**config.mk**
```make
export PLATFORM = sky130hd
export DESIGN_NAME = keypad_scanner
export DESIGN_NICKNAME = d
export VERILOG_FILES = /design/src/rtl/keypad_pkg.sv /design/src/rtl/keypad_scanner_tick.sv /design/src/rtl/keypad_scanner.sv
export SDC_FILE = /design/constraint.sdc
export NUM_CORES = 1
export LEC_CHECK = 0
export BUFFER_PORTS_ARGS = -buffer_cell sky130_fd_sc_hd__buf_2
export CAP_MARGIN = 25
export CORE_ASPECT_RATIO = 1.1
export CORE_UTILIZATION = 30
export CTS_BUF_LIST = sky130_fd_sc_hd__clkbuf_8
export CTS_CLUSTER_SIZE = 24
export DETAILED_ROUTE_END_ITERATION = 10
export GPL_TIMING_DRIVEN = 0
export MAX_ROUTING_LAYER = met4
export PLACE_DENSITY = 0.43
export SYNTH_ARGS = -nofsm -noshare
export SYNTH_HDL_FRONTEND = slang
export SYNTH_HIERARCHICAL = 1
export SYNTH_SLANG_ARGS = --single-unit
```
**constraint.sdc**
```tcl
create_clock -name CLK -period 3.4 [get_ports CLK]
set_input_delay 0.68 -clock CLK [delete_from_list [all_inputs] [get_ports CLK]]
set_output_delay 0.68 -clock CLK [all_outputs]
set_load 0.03 [all_outputs]
```
**src/rtl/keypad_pkg.sv**
```systemverilog
// Shared types and constants for the 4x4 keypad scanner: FSM state encoding,
// the key-code map and the row-priority helper.
package keypad_pkg;

  typedef enum logic [1:0] {
    SCAN     = 2'd0,
    DEBOUNCE = 2'd1,
    HELD     = 2'd2
  } state_t;

  // Indexed by col*4+row. Physical layout, row0..row3 across col0..col3:
  //   1 2 3 A / 4 5 6 B / 7 8 9 C / E 0 F D
  localparam logic [15:0][3:0] KEYMAP = 64'hDCBA_F963_0852_E741;

  // Index of the lowest-numbered row that reads low (closed key).
  function automatic logic [1:0] low_row(input logic [3:0] rows);
    if (!rows[0])      return 2'd0;
    else if (!rows[1]) return 2'd1;
    else if (!rows[2]) return 2'd2;
    else               return 2'd3;
  endfunction

endpackage

```
**src/rtl/keypad_scanner_tick.sv**
```systemverilog
// Scan tick divider: counts 0..CLK_FREQ/SCAN_HZ-1 and asserts tick for the
// single cycle at the terminal count.
module scan_tick_gen #(
  parameter int CLK_FREQ = 16_000_000,
  parameter int SCAN_HZ  = 500
) (
  input  logic CLK,
  input  logic RST_N,
  output logic tick
);

  localparam int DIV = CLK_FREQ / SCAN_HZ;
  localparam int W   = (DIV > 1) ? $clog2(DIV) : 1;
  localparam logic [W-1:0] TERM = W'(DIV - 1);

  logic [W-1:0] count;

  // Free-running divider, wraps at the terminal count.
  always_ff @(posedge CLK or negedge RST_N) begin
    if (!RST_N)             count <= '0;
    else if (count == TERM) count <= '0;
    else                    count <= count + W'(1);
  end

  assign tick = (count == TERM);

endmodule

```
**src/rtl/keypad_scanner.sv**
```systemverilog
// 4x4 keypad matrix scanner with debounced press/release detection.
// Optional build macro KEYPAD_REPEAT_EN: while a key stays held, key_valid
// re-pulses every SCAN_HZ/4 ticks. Undefined: one key_valid per press.
module keypad_scanner
  import keypad_pkg::*;
#(
  parameter int CLK_FREQ       = 16_000_000,
  parameter int SCAN_HZ        = 500,
  parameter int DEBOUNCE_SCANS = 4
) (
  input  logic        CLK,
  input  logic        RST_N,
  input  logic [3:0]  row_pins,
  output logic [3:0]  column_pins,
  output logic [3:0]  key_code,
  output logic        key_valid,
  output logic        key_held,
  output logic [15:0] key_onehot
);

  localparam logic [3:0] DB_N = 4'(DEBOUNCE_SCANS);

  logic        tick;
  logic [3:0]  rows_meta, rows_sync;
  state_t      state, state_next;
  logic [1:0]  col, col_next;
  logic [1:0]  lrow, lrow_next;
  logic [3:0]  cnt, cnt_next, cnt_inc;
  logic [3:0]  key_idx;
  logic        row_low;
  logic [3:0]  code_next;
  logic        valid_next, held_next;
  logic [15:0] onehot_next;

`ifdef KEYPAD_REPEAT_EN
  localparam int REPEAT_TICKS = SCAN_HZ / 4;
  localparam int RW = (REPEAT_TICKS > 1) ? $clog2(REPEAT_TICKS + 1) : 1;
  localparam logic [RW-1:0] REP_N = RW'(REPEAT_TICKS);
  logic [RW-1:0] rep, rep_next, rep_inc;
  assign rep_inc = rep + RW'(1);
`endif

  scan_tick_gen #(
    .CLK_FREQ (CLK_FREQ),
    .SCAN_HZ  (SCAN_HZ)
  ) u_tick (
    .CLK   (CLK),
    .RST_N (RST_N),
    .tick  (tick)
  );

  // Two-flop synchronizer for the asynchronous row inputs (idle = all high).
  always_ff @(posedge CLK or negedge RST_N) begin
    if (!RST_N) begin
      rows_meta <= 4'hF;
      rows_sync <= 4'hF;
    end else begin
      rows_meta <= row_pins;
      rows_sync <= rows_meta;
    end
  end

  assign column_pins = ~(4'b0001 << col);
  assign cnt_inc     = cnt + 4'd1;
  assign key_idx     = {col, lrow};
  assign row_low     = !rows_sync[lrow];

  // FSM state register.
  always_ff @(posedge CLK or negedge RST_N) begin
    if (!RST_N) state <= SCAN;
    else        state <= state_next;
  end

  // Next-state and output decisions; the matrix is only evaluated on ticks.
  always_comb begin
    state_next  = state;
    col_next    = col;
    lrow_next   = lrow;
    cnt_next    = cnt;
    code_next   = key_code;
    valid_next  = 1'b0;
    held_next   = key_held;
    onehot_next = key_onehot;
`ifdef KEYPAD_REPEAT_EN
    rep_next    = rep;
`endif
    if (tick) begin
      unique case (state)
        SCAN: begin
          if (rows_sync != 4'hF) begin
            lrow_next  = low_row(rows_sync);
            cnt_next   = 4'd1;
            state_next = DEBOUNCE;
          end else begin
            col_next = col + 2'd1;
          end
        end
        DEBOUNCE: begin
          if (row_low) begin
            if (cnt_inc >= DB_N) begin
              code_next   = KEYMAP[key_idx];
              valid_next  = 1'b1;
              held_next   = 1'b1;
              onehot_next = 16'h0001 << key_idx;
              cnt_next    = 4'd0;
              state_next  = HELD;
`ifdef KEYPAD_REPEAT_EN
              rep_next    = '0;
`endif
            end else begin
              cnt_next = cnt_inc;
            end
          end else begin
            // Bounce before confirmation: drop it silently and keep scanning.
            cnt_next   = 4'd0;
            col_next   = col + 2'd1;
            state_next = SCAN;
          end
        end
        HELD: begin
          if (!row_low) begin
            if (cnt_inc >= DB_N) begin
              held_next   = 1'b0;
              onehot_next = 16'h0000;
              cnt_next    = 4'd0;
              col_next    = col + 2'd1;
              state_next  = SCAN;
            end else begin
              cnt_next = cnt_inc;
            end
`ifdef KEYPAD_REPEAT_EN
            rep_next = '0;
`endif
          end else begin
            // Still closed: any partial release count is discarded.
            cnt_next = 4'd0;
`ifdef KEYPAD_REPEAT_EN
            if (rep_inc == REP_N) begin
              valid_next = 1'b1;
              rep_next   = '0;
            end else begin
              rep_next = rep_inc;
            end
`endif
          end
        end
        default: state_next = SCAN;
      endcase
    end
  end

  // Datapath and output registers.
  always_ff @(posedge CLK or negedge RST_N) begin
    if (!RST_N) begin
      col        <= 2'd0;
      lrow       <= 2'd0;
      cnt        <= 4'd0;
      key_code   <= 4'd0;
      key_valid  <= 1'b0;
      key_held   <= 1'b0;
      key_onehot <= 16'h0000;
    end else begin
      col        <= col_next;
      lrow       <= lrow_next;
      cnt        <= cnt_next;
      key_code   <= code_next;
      key_valid  <= valid_next;
      key_held   <= held_next;
      key_onehot <= onehot_next;
    end
  end

`ifdef KEYPAD_REPEAT_EN
  // Repeat interval counter, only present in the auto-repeat build.
  always_ff @(posedge CLK or negedge RST_N) begin
    if (!RST_N) rep <= '0;
    else        rep <= rep_next;
  end
`endif

endmodule
```
* Yosys cells after proc, flatten, opt, wreduce, memory -nomap -nowiden
Memory sizes are Yosys's and may differ from the RTL's. A register that Yosys moved wholly into a read port is not among the register bits.
Index checks and enable logic that the tools add are counted.
** Storage, ports and cells
- Logic and storage cells :: 78
- ROM bits :: 64
- Bits of input ports :: 6
- Memories :: 1
- Flip-flop bits (word level) :: 51
** Cells by class
- Magnitude comparators :: 2
- Equal/unequal tests :: 12
- Shifts and indexed selects :: 2
- $add $sub $neg :: 3
- Bitwise logic cells :: 2
- Reductions and logical operators :: 10
- Mux-type cells :: 36
** Memory list
- (name not given) :: depth 16, bits a word 4, read ports 1, clocked after Yosys merged registers in 1, wr ports 0, RTL line keypad_scanner.sv:101 : code_next = KEYMAP[key_idx];
** Operators by type and width (count)
- two-way mux 16 bit :: 4
- one-hot mux 16 bit (2 select lines) :: 1
- two-way mux 2 bit :: 11
- two-way mux 4 bit :: 4
- << shifter 1 x 4 -> 16 bit (first input constant) :: 1
- adder 15 x 1 -> 15 bit (second input constant) :: 1
- equality test 15 bit (second input constant) :: 1
- two-way mux 15 bit :: 1
- inequality test 2 bit (second input constant) :: 7
- one-hot mux 2 bit (3 select lines) :: 2
- one-hot mux 4 bit (3 select lines) :: 1
- AND reduction 6 bit :: 2
- two-way mux 1 bit :: 10
- AND reduction 3 bit :: 2
- AND reduction 5 bit :: 1
- adder 4 x 1 -> 4 bit (second input constant) :: 1
- >= comparator 4 x 3 -> 1 bit (second input constant) :: 1
- inequality test 4 bit (second input constant) :: 1
- NOT 4 bit :: 1
- AND reduction 4 bit :: 1
- << shifter 1 x 2 -> 4 bit (first input constant) :: 1
- < comparator 2 x 3 -> 1 bit (second input constant) :: 1
- inequality test 3 bit (second input constant) :: 1
- nonzero test 3 bit :: 1
- 9 further kinds :: 9

* Depth between registers and ports, before layout
Gate-level depths: netlist of the first run.
- Depth in word-level cells :: 6
- Gate-level depth with buffers :: 10

* Cells and area by module
Netlist of the first run, hierarchy kept.
** By module, submodules not included
- keypad_scanner :: sequential area each 1011.0 sq um, area each 1943.1 sq um, cells an instance 171, times used 1
- scan_tick_gen :: sequential area each 375.4 sq um, area each 747.0 sq um, cells an instance 74, times used 1

* Worst setup path after synthesis of the first run
No wires, ideal clock.
- Kind :: flip-flop to flip-flop
- Start :: reg u_tick.count[10]
- End :: reg col[1]
- Path buffers :: 0
- Clock period less this slack :: 2211 ps
- Cell stages (with the launch flop) :: 7
- Arrival :: 2084 ps
- Path slack :: 1189 ps
- Data required time :: 3272 ps
- Path through :: dfrtp_1 nand4_1 or4b_1 nor2_4 nor2b_1 and3_1 mux2_1
** On the way
- Longest elaborated chain between the ends :: 2
** Ends and longest elaborated chain
- from (decl) :: RTL line keypad_scanner_tick.sv:16 : logic [W-1:0] count;
- from (signal assigned) :: RTL line keypad_scanner_tick.sv:22 : else count <= count + W'(1);
- equality test 15 bit :: RTL line keypad_scanner_tick.sv:25 : assign tick = (count == TERM);
- via tick :: RTL line keypad_scanner.sv:23 : logic tick;
- AND reduction 6 bit (no source line)
- to (signal assigned) :: RTL line keypad_scanner.sv:163 : col <= col_next;
- to (decl) :: RTL line keypad_scanner.sv:26 : logic [1:0] col, col_next;
The timed path passes the listed nets, and every way through them passes these cells.
A chain may end at the register's enable or synchronous reset.

* Worst setup path in the final report of the first run
- Start :: reg u_tick.count[10]
- End :: reg key_onehot[15]
** On the way
- Longest elaborated chain between the ends :: 2
** Ends and longest elaborated chain
- equality test 15 bit :: RTL line keypad_scanner_tick.sv:25
- via tick :: RTL line keypad_scanner.sv:23
- AND reduction 6 bit (no source line)
- to (signal assigned) :: RTL line keypad_scanner.sv:169 : key_onehot <= onehot_next;
- to (decl) :: RTL line keypad_scanner.sv:18 : output logic [15:0] key_onehot
The timed path passes the listed nets, and every way through them passes these cells.

==> flow_summary.json, run 1 <==
{
  "root_buffer": "clkbuf_8",
  "gp_congestion": 0.746,
  "cp_top_family": "simple AND/OR/NAND/NOR gates",
  "async_reset_ff_share_pct": 100,
  "postCtsSetupBuffers": 0,
  "synth_warnings": 6,
  "worstMarginPinSlew_ps": 439,
  "antennaDiodeCount": 0,
  "io_pins": 32,
  "rsz0062_at_grt": "false",
  "grt_usage_pct": 12.5,
  "min-delay-path-class": "in2async",
  "ant_nets": 0,
  "cts_resized": 0,
  "status": "finished, final reports clean",
  "timing.final.ws_setup_ps": 799,
  "hpwl_mm": 3.81,
  "synthesis.nets": 261,
  "worstPathArrival_ps": 2830,
  "synth_edf_count": 0,
  "p_seq_share_pct": 55.8,
  "crit_required_ps": 3630,
  "switching_share_pct": 19.4,
  "synth_cell_types": 52,
  "cellLeakagePower_nw": 1.47,
  "fillers": 896,
  "clock.fmax_mhz": 385,
  "ys.flop_type": "dfrtp_1",
  "initial_core_util_pct": 31.5,
  "syn-cell-area_um2": 2690,
  "worstRegToRegCells": 7,
  "grt_antenna_before_repair": 0,
  "crit_path_end_kind": "register",
  "drc": 0,
  "clock_latency_ps": 310,
  "avgViaCountPerCell": 4.71,
  "fp.coreArea_um2": 8540,
  "fin_total_pwr_w": 0.00119,
  "cts-buffers-inserted": 5,
  "worstSetupStartpoint": "u_tick/count[10]$_DFF_PN0_",
  "irDropWorstVdd_mv": 0.172,
  "fin_skew_ps": 5.98,
  "wirelength_mm": 5.13,
  "syn_area_per_cell_um2": 11.0,
  "cts_tree": "built",
  "grt_max_degree": 39,
  "power_frac_comb_pct": 2.0,
  "htreeDepth": 2,
  "slew_headroom_pct": 70.6,
  "dieHeight_um": 101,
  "r2r_slack_ps": 800,
  "critPathMaxStageDelay_ps": 610,
  "dieArea_um2": 9350,
  "drtIter0Drc": 43,
  "synthCells": 245,
  "finalCritPeriodShare_pct": 76.5,
  "firstDrtPassIters": 4,
  "critPathBufInv": 0,
  "cts_buffer_depth": 2,
  "power.switching_w": 0.000231,
  "wl_per_cell_um": 12.9,
  "worst-path-max-fanout": 13,
  "ys_seq_area_share_pct": 51.5,
  "path_clk_slew_ps": 100,
  "cts_hold_buf": 0,
  "p_int_w": 0.000961,
  "worst_r2r_endpoint": "key_onehot[15]$_DFFE_PN0P_",
  "tns_ps": 0,
  "p_per_area_nw_per_um2": 380,
  "path_cells": "nand4_1 -> or4b_1 -> nor2_4 -> nand3_1 -> nor3b_2 -> nand2_1 -> o2bb2ai_1",
  "start_kind": "register",
  "cp_slowest_cell": "or4b_1",
  "fin_crit_ps": 2600,
  "r2r-start": "u_tick/count[10]$_DFF_PN0_",
  "cts.sinks": 55,
  "die_x_um": 92.3,
  "drive_above_1_share_pct": 25.3,
  "rows": 35,
  "timing_hold_violations_final": 0,
  "overflow": 0,
  "utilization_pct": 36.7,
  "maxSlewViolCount": 0,
  "place_ws_ps": 763,
  "io_buffers": 31,
  "area_delta_synth_final_pct": 16.6,
  "grt_pass1_vias": 1811,
  "vias": 1867,
  "clock_power_share_pct": 42.2,
  "ys_ff_latch": 55,
  "path_class": "reg2reg",
  "cap_violations": 0,
  "setup_viol_count_final": 0,
  "nets": 300,
  "grt_pass1_wl_mm": 8.76
}
[worst max-delay path by stage]
| stage | to | cells past startpoint |
|---|---|---|
| global placement | key_onehot[15]$_DFFE_PN0P_ | 7 |
| CTS | key_onehot[15]$_DFFE_PN0P_ | 7 |
| floorplan | col[1]$_DFFE_PN0P_ | 6 |
| global route | key_onehot[15]$_DFFE_PN0P_ | 7 |
| finish | key_onehot[15]$_DFFE_PN0P_ | 7 |
| detailed placement | key_onehot[15]$_DFFE_PN0P_ | 7 |
[area by class of cell]
cell class              count  area (um2)  share of cell area, %
flip-flops and latches     55        1390                   44.2
multi-input cells         166        1190                   37.9
repair buffers             32         175                   5.58
well taps                 111         139                   4.43
clock buffers               5        68.8                   2.19
plain buffers              11        65.1                   2.07
clock inverters             3        63.8                   2.03
inverters                  13        48.8                   1.56
[state kept, by name, summed over array words and instances, names as in the netlist, 4 cells and up]
name / flops
key_onehot: 16
rows_sync: 4
key_code: 4
u_tick/count: 15
cnt: 4
rows_meta: 4
[cell usage in the layout, fill, tap and decap left out, types with 2 or more instances in the layout]
master	netlist	routed
mux2_2	12	12
mux2i_1	3	3
dfstp_2	8	8
xor2_1	2	2
and3_1	4	4
a31oi_1	3	3
nand2_1	22	22
o2bb2ai_1	4	4
nand4_1	6	6
bufinv_16	0	2
clkbuf_1	7	7
buf_2	0	31
a21oi_1	4	4
nor2b_1	4	4
o21ai_0	7	7
nor2_1	21	21
a32o_1	2	2
o22ai_1	2	2
nand2b_1	5	5
a22o_1	4	4
mux2_4	2	2
dfrtp_1	47	47
nor3_1	7	7
and2_1	2	2
inv_1	13	14
clkbuf_8	0	5
nand3_1	7	7
xnor2_1	7	7
buf_6	3	3
o31ai_1	3	3
ha_1	10	10
[routing by layer]
layer / up-vias / global-route usage, % / wire length, um
met5: - / - / 0
met4: 0 / 3.97 / 71
met3: 6 / 2.55 / 179
met2: 29 / 21.7 / 2610
met1: 895 / 14.7 / 2260
li1: 937 / - / -
[cells in the mapped netlist (all sizes together), types with 5 or more instances]
master / number / area share (%)
dfrtp: 47 / 44
nand2: 22 / 3.1
nor2: 22 / 3.3
mux2: 15 / 6.6
inv: 13 / 1.8
ha: 10 / 4.7
clkbuf: 8 / 1.2
dfstp: 8 / 7.8
nand3: 8 / 2.0
o21ai: 8 / 1.5
nor3: 7 / 1.3
xnor2: 7 / 2.3
nand4: 6 / 1.4
nand2b: 5 / 1.2
o2bb2ai: 5 / 1.9
[cell families after synthesis]
| logic type | share of synthesized area [%] |
|---|---|
| and+or+nand+nor | 17.0 |
| DFF | 51.5 |
| AOI/OAI and AO/OA | 11.5 |
| buffers and inverters | 4.23 |
| muxes | 8.19 |
| adders and majority gates | 4.65 |
| xor gates and xnor gates | 2.93 |
[through the flow]
step,hold WS (ps),instance area [um2],instances
floorplan,345,2690,245
global route,321,3140,396
detailed placement,347,3000,388
CTS,307,3140,396
finish,299,3140,396
global placement,346,2980,387
[power by group through the flow]
stage / logic, W / registers, W / clock network (W)
2_1_floorplan: 0.00000538 / 0.000677 / 0
3_3_place_gp: 0.0000230 / 0.000677 / 0
3_5_place_dp: 0.0000259 / 0.000677 / 0
4_1_cts: 0.0000259 / 0.000665 / 0.000529
5_1_grt: 0.0000281 / 0.000666 / 0.000549
6_report: 0.0000241 / 0.000665 / 0.000503
Note: power is estimated with default switching activity, not from simulation.
==> inputs of run 2 (changes only) <==
==> constraint.sdc (replaced) <==
create_clock -name CLK -period 2.64 [get_ports CLK]
set_input_delay 0.528 -clock CLK [delete_from_list [all_inputs] [get_ports CLK]]
set_output_delay 0.528 -clock CLK [all_outputs]
set_load 0.03 [all_outputs]
==> run 2 against run 1 <==
Compared with the run above:
- clock skew barely moved
- non-clock buffer count grew 4
- via count increased by 0.32%
- critical path type unchanged
- critical endpoint unchanged
- highest routed layer unchanged
==> flow_summary.json, run 2 (synthesis results as in run 1) <==
{
  "status": "finished, final reports clean",
  "vias": 1873,
  "crit_path_end_kind": "register",
  "grt_max_degree": 39,
  "largest_reg_flops": 16,
  "path_clk_slew_ps": 100,
  "antennaDiodeCount": 0,
  "worstPathArrival_ps": 2690,
  "drtIter0Drc": 33,
  "worstMarginPinSlew_ps": 492,
  "drc": 0,
  "grt_pass1_vias": 1813,
  "drive_above_1_share_pct": 26.3,
  "worst-path-max-fanout": 12,
  "slew_headroom_pct": 67.0,
  "layout_commonest_cell": "dfrtp_1",
  "io_pins": 32,
  "htreeDepth": 2,
  "cts_hold_buf": 0,
  "crit_required_ps": 2870,
  "initial_core_util_pct": 31.5,
  "tns_ps": 0,
  "root_buffer": "clkbuf_8",
  "area_delta_synth_final_pct": 18.0,
  "ff_latch_area_um2": 1390,
  "nets": 304,
  "cap_violations": 0,
  "fin_skew_ps": 5.85,
  "cts_tree": "built",
  "cts_buffer_depth": 2,
  "irDropWorstVdd_mv": 0.222,
  "rows": 35,
  "p_per_area_nw_per_um2": 484,
  "min-delay-path-class": "in2async",
  "ant_nets": 0,
  "grt_usage_pct": 12.5,
  "cts.sinks": 55,
  "avgViaCountPerCell": 4.68,
  "overflow": 0,
  "grt_antenna_before_repair": 0,
  "fp.coreArea_um2": 8540,
  "wirelength_mm": 5.14,
  "timing.final.ws_setup_ps": 180,
  "finalCritPeriodShare_pct": 93.2,
  "die_x_um": 92.3,
  "dieArea_um2": 9350,
  "place_ws_ps": 2.69,
  "hpwl_mm": 3.81,
  "timing_hold_violations_final": 0,
  "start_kind": "register",
  "fillers": 890,
  "largest-register": "key_onehot",
  "dieHeight_um": 101,
  "largestRegisters": "key_onehot: 16 flops, u_tick/count: 15 flops",
  "gp_congestion": 0.746,
  "io_buffers": 31,
  "mostFrequentLayoutCells": "47 x dfrtp_1, 31 x buf_2, 22 x nand2_1",
  "cellLeakagePower_nw": 1.51,
  "multiInputGateArea_um2": 1200,
  "dp.cells": 388,
  "rsz0062_at_grt": "false",
  "fin_cells": 400,
  "setup_viol_count_final": 0,
  "grt_pass1_wl_mm": 8.75,
  "firstDrtPassIters": 4,
  "clock.fmax_mhz": 407,
  "maxSlewViolCount": 0,
  "fin_crit_ps": 2460,
  "path_class": "reg2reg",
  "wl_per_cell_um": 12.9,
  "clock_latency_ps": 310,
  "cts-buffers-inserted": 5
}
-- run 2: cell types whose count changed in the layout (fill, tap and decap cells not counted), sizes merged --
cell / before / now
buf: 35 / 39
-- run 2: cell type report --
| type | instances | share of cell area [%] |
|---|---|---|
| repair buffers | 36 | 6.47 |
| clock buffers | 5 | 2.17 |
| inverters | 13 | 1.54 |
| flip-flops and latches | 55 | 43.7 |
| plain buffers | 11 | 2.05 |
| multi-input cells | 166 | 37.7 |
| well taps | 111 | 4.38 |
| clock inverters | 3 | 2.01 |
-- run 2: per-layer routing --
metal	global-route usage, %	up-vias	wire length [um]
met5	-	-	0
met4	3.97	0	71
met3	2.55	6	189
met2	21.7	31	2570
met1	14.6	893	2310
li1	-	943	-
-- run 2: worst max-delay path: stages, from the launching register on --
cell,delay [ps]
dfrtp_1,460
nand4_1,190
or4b_1,610
nor2_4,280
nand3_1,170
nor3b_4,340
nand2_1,160
o2bb2ai_1,190
-- run 2: path summary, 6_finish.rpt --
path | from | end | slack, ps | cells past startpoint
max | u_tick/count[10]$_DFF_PN0_ | key_onehot[15]$_DFFE_PN0P_ | 180 | 7
min | RST_N | key_onehot[9]$_DFFE_PN0P_ | 150 | 1
max reg2reg | u_tick/count[10]$_DFF_PN0_ | key_onehot[15]$_DFFE_PN0P_ | 180 | 7
min reg2reg | rows_meta[0]$_DFF_PN1_ | rows_sync[0]$_DFF_PN1_ | 360 | 0
max in group asynchronous | RST_N | rows_meta[2]$_DFF_PN1_ | 1870 | 2
min in group CLK | row_pins[0] | rows_meta[0]$_DFF_PN1_ | 310 | 1
-- run 2: metrics by stage --
stage          utilization (%)  area (um2)  hold slack [ps]  total power, W
6_report                  37.2        3170              148         0.00154
3_3_place_gp              34.9        2980              346        0.000902
3_5_place_dp              35.2        3000              347        0.000906
5_1_grt                   37.2        3170              169         0.00160
2_1_floorplan                -        2690              232        0.000879
4_1_cts                   36.8        3140              155         0.00157
-- run 2: power breakdown --
group	internal, W	switching, W
Combinational	0.00000934	0.0000217
Sequential	0.000853	0.00000307
Clock	0.000375	0.000273
Total	0.00124	0.000297
-- run 2: what timing repair did --
action | CTS | global route
setup buffers | 0 | 4
endpoints found under the hold margin | 0 | 0
gates resized for setup | 1 | 0
pin swaps | 0 | 1
setup endpoints to repair | 1 | 7
==> inputs of run 3 (changes only) <==
--- a/config.mk
+++ b/config.mk
@@ -5,7 +5,7 @@
 export SDC_FILE = /design/constraint.sdc
 export NUM_CORES = 1
 export LEC_CHECK = 0
-export BUFFER_PORTS_ARGS = -buffer_cell sky130_fd_sc_hd__buf_2
+export BUFFER_PORTS_ARGS = -buffer_cell sky130_fd_sc_hd__buf_4
 export CAP_MARGIN = 25
 export CORE_ASPECT_RATIO = 1.1
 export CORE_UTILIZATION = 30
==> run 3 against run 2 <==
Compared with the run above:
- fmax rose by 1.1%
- global-route usage barely moved
- core utilization rose by 0.59 points
- sequential power barely moved
- cell count fell by 0.50%
- clock skew barely moved
- critical path depth did not move
- setup slack improved by 26 ps
- register-to-register slack improved by 30 ps
- critical endpoint is now key_code[0]$_DFFE_PN0P_
- largest cell class unchanged
==> flow_summary.json, run 3 (synthesis results as in run 1) <==
{
  "fin_crit_ps": 2430,
  "gp_congestion": 0.768,
  "worstSetupPathDepth": 7,
  "wirelength_mm": 5.16,
  "slew_headroom_pct": 53.0,
  "antennaDiodeCount": 0,
  "io_buffers": 31,
  "fp.coreArea_um2": 8540,
  "cts_tree": "built",
  "fin_skew_ps": 6.22,
  "cts-buffers-inserted": 5,
  "path_class": "reg2reg",
  "overflow": 0,
  "finalCritPeriodShare_pct": 92.2,
  "largest-register": "key_onehot",
  "tns_ps": 0,
  "grt_pass1_vias": 1842,
  "power.switching_w": 0.000301,
  "wl_per_cell_um": 13.0,
  "grt_pass1_wl_mm": 8.94,
  "p_per_area_nw_per_um2": 477,
  "clock_latency_ps": 310,
  "status": "finished, final reports clean",
  "cts.sinks": 55,
  "worstPathArrival_ps": 2630,
  "place_ws_ps": 64.4,
  "timing.final.ws_setup_ps": 206,
  "cp_slowest_cell": "or4b_1",
  "mostFrequentLayoutCells": "47 x dfrtp_1, 34 x buf_4, 22 x nand2_1",
  "power_frac_comb_pct": 1.9,
  "largestRegisters": "key_onehot: 16 flops, u_tick/count: 15 flops",
  "htreeDepth": 2,
  "dp.cells": 387,
  "timing_hold_violations_final": 0,
  "cellLeakagePower_nw": 1.51,
  "min-delay-path-class": "in2async",
  "avgViaCountPerCell": 4.69,
  "path_clk_slew_ps": 100,
  "p_int_w": 0.00124,
  "utilization_pct": 37.7,
  "vias": 1866,
  "clock_power_share_pct": 42.4,
  "die_x_um": 92.3,
  "critPathBufInv": 2,
  "worstRegToRegCells": 7,
  "crit_path_end_kind": "register",
  "maxSlewViolCount": 0,
  "cts_buffer_depth": 2,
  "placed_cell_area_um2": 3060,
  "firstDrtPassIters": 4,
  "worst-path-max-fanout": 8,
  "drc": 0,
  "p_seq_share_pct": 55.7,
  "r2r-start": "u_tick/count[10]$_DFF_PN0_",
  "rows": 35,
  "worstMarginPinSlew_ps": 705,
  "cap_violations": 0,
  "critPathMaxStageDelay_ps": 610,
  "grt_usage_pct": 12.5,
  "layout_commonest_cell": "dfrtp_1",
  "io_pins": 32,
  "crit_required_ps": 2840,
  "grt_antenna_before_repair": 0,
  "cp_top_family": "simple AND/OR/NAND/NOR gates",
  "path_cells": "nand4_1 -> or4b_1 -> nor2_4 -> buf_4 -> and3_1 -> clkbuf_2 -> mux2_2",
  "nets": 302,
  "dieArea_um2": 9350,
  "switching_share_pct": 19.6,
  "drtIter0Drc": 62,
  "clock.fmax_mhz": 411,
  "rsz0062_at_grt": "false",
  "worst_r2r_endpoint": "key_code[0]$_DFFE_PN0P_",
  "dieHeight_um": 101,
  "hpwl_mm": 3.69,
  "root_buffer": "clkbuf_8",
  "cts_hold_buf": 0,
  "irDropWorstVdd_mv": 0.251,
  "initial_core_util_pct": 31.5,
  "setup_viol_count_final": 0,
  "fin_cells": 398,
  "fillers": 865,
  "start_kind": "register",
  "r2r_slack_ps": 210,
  "grt_max_degree": 56,
  "design_area_um2": 3220,
  "drive_above_1_share_pct": 25.8,
  "area_delta_synth_final_pct": 19.8,
  "ant_nets": 0,
  "largest_reg_flops": 16
}
run 3: cell types whose count changed in the layout (fill, tap and decap cells not counted):
| cell | before | now |
|---|---|---|
| buf_12 | 1 | 0 |
| buf_2 | 31 | 0 |
| buf_4 | 4 | 34 |
run 3: worst max-delay path by stage:
| stage | startpoint | end | slack [ps] |
|---|---|---|---|
| 6_report | u_tick/count[10]$_DFF_PN0_ | key_code[0]$_DFFE_PN0P_ | 210 |
| 4_1_cts | u_tick/count[10]$_DFF_PN0_ | key_onehot[15]$_DFFE_PN0P_ | 40 |
| 3_3_place_gp | u_tick/count[10]$_DFF_PN0_ | key_onehot[15]$_DFFE_PN0P_ | 50 |
| 5_1_grt | u_tick/count[10]$_DFF_PN0_ | key_code[1]$_DFFE_PN0P_ | 60 |
| 3_5_place_dp | u_tick/count[10]$_DFF_PN0_ | key_onehot[15]$_DFFE_PN0P_ | 60 |
| 2_1_floorplan | u_tick/count[10]$_DFF_PN0_ | col[1]$_DFFE_PN0P_ | 430 |
run 3: repair_timing:
action | in CTS | in global routing
resized for setup | 0 | 1
setup endpoints to repair | 0 | 14
buffers inserted | 0 | 3
run 3: routing by layer:
metal	wire length [um]	up-vias	share of wire, %	track usage (%)
met4	68	0	1.3	3.61
met2	2650	29	51	21.5
li1	-	937	-	-
met1	2310	894	45	15.0
met3	135	6	2.6	2.33
met5	0	-	0	-
run 3: power groups by stage:
stage | sequential (W) | clock [W] | combinational, W
detailed placement | 0.000873 | 0 | 0.0000314
floorplan | 0.000872 | 0 | 0.00000693
finish | 0.000856 | 0.000653 | 0.0000291
global route | 0.000858 | 0.000715 | 0.0000344
global placement | 0.000872 | 0 | 0.0000318
CTS | 0.000857 | 0.000680 | 0.0000315
run 3: layout make-up:
class	instances	area, um2	share of cell area (%)
Inverter	13	48.8	1.51
Timing Repair Buffer	34	255	7.92
Sequential cell	55	1390	43.0
Tap cell	111	139	4.31
Buffer	11	65.1	2.02
Clock buffer	5	68.8	2.14
Multi-Input combinational cell	166	1200	37.1
Clock inverter	3	63.8	1.98
run 3: through the flow:
stage          hold WS, ps  total power (W)
4_1_cts                292          0.00157
6_report               257          0.00154
3_5_place_dp           347         0.000904
3_3_place_gp           346         0.000904
5_1_grt                301          0.00161
2_1_floorplan          232         0.000879
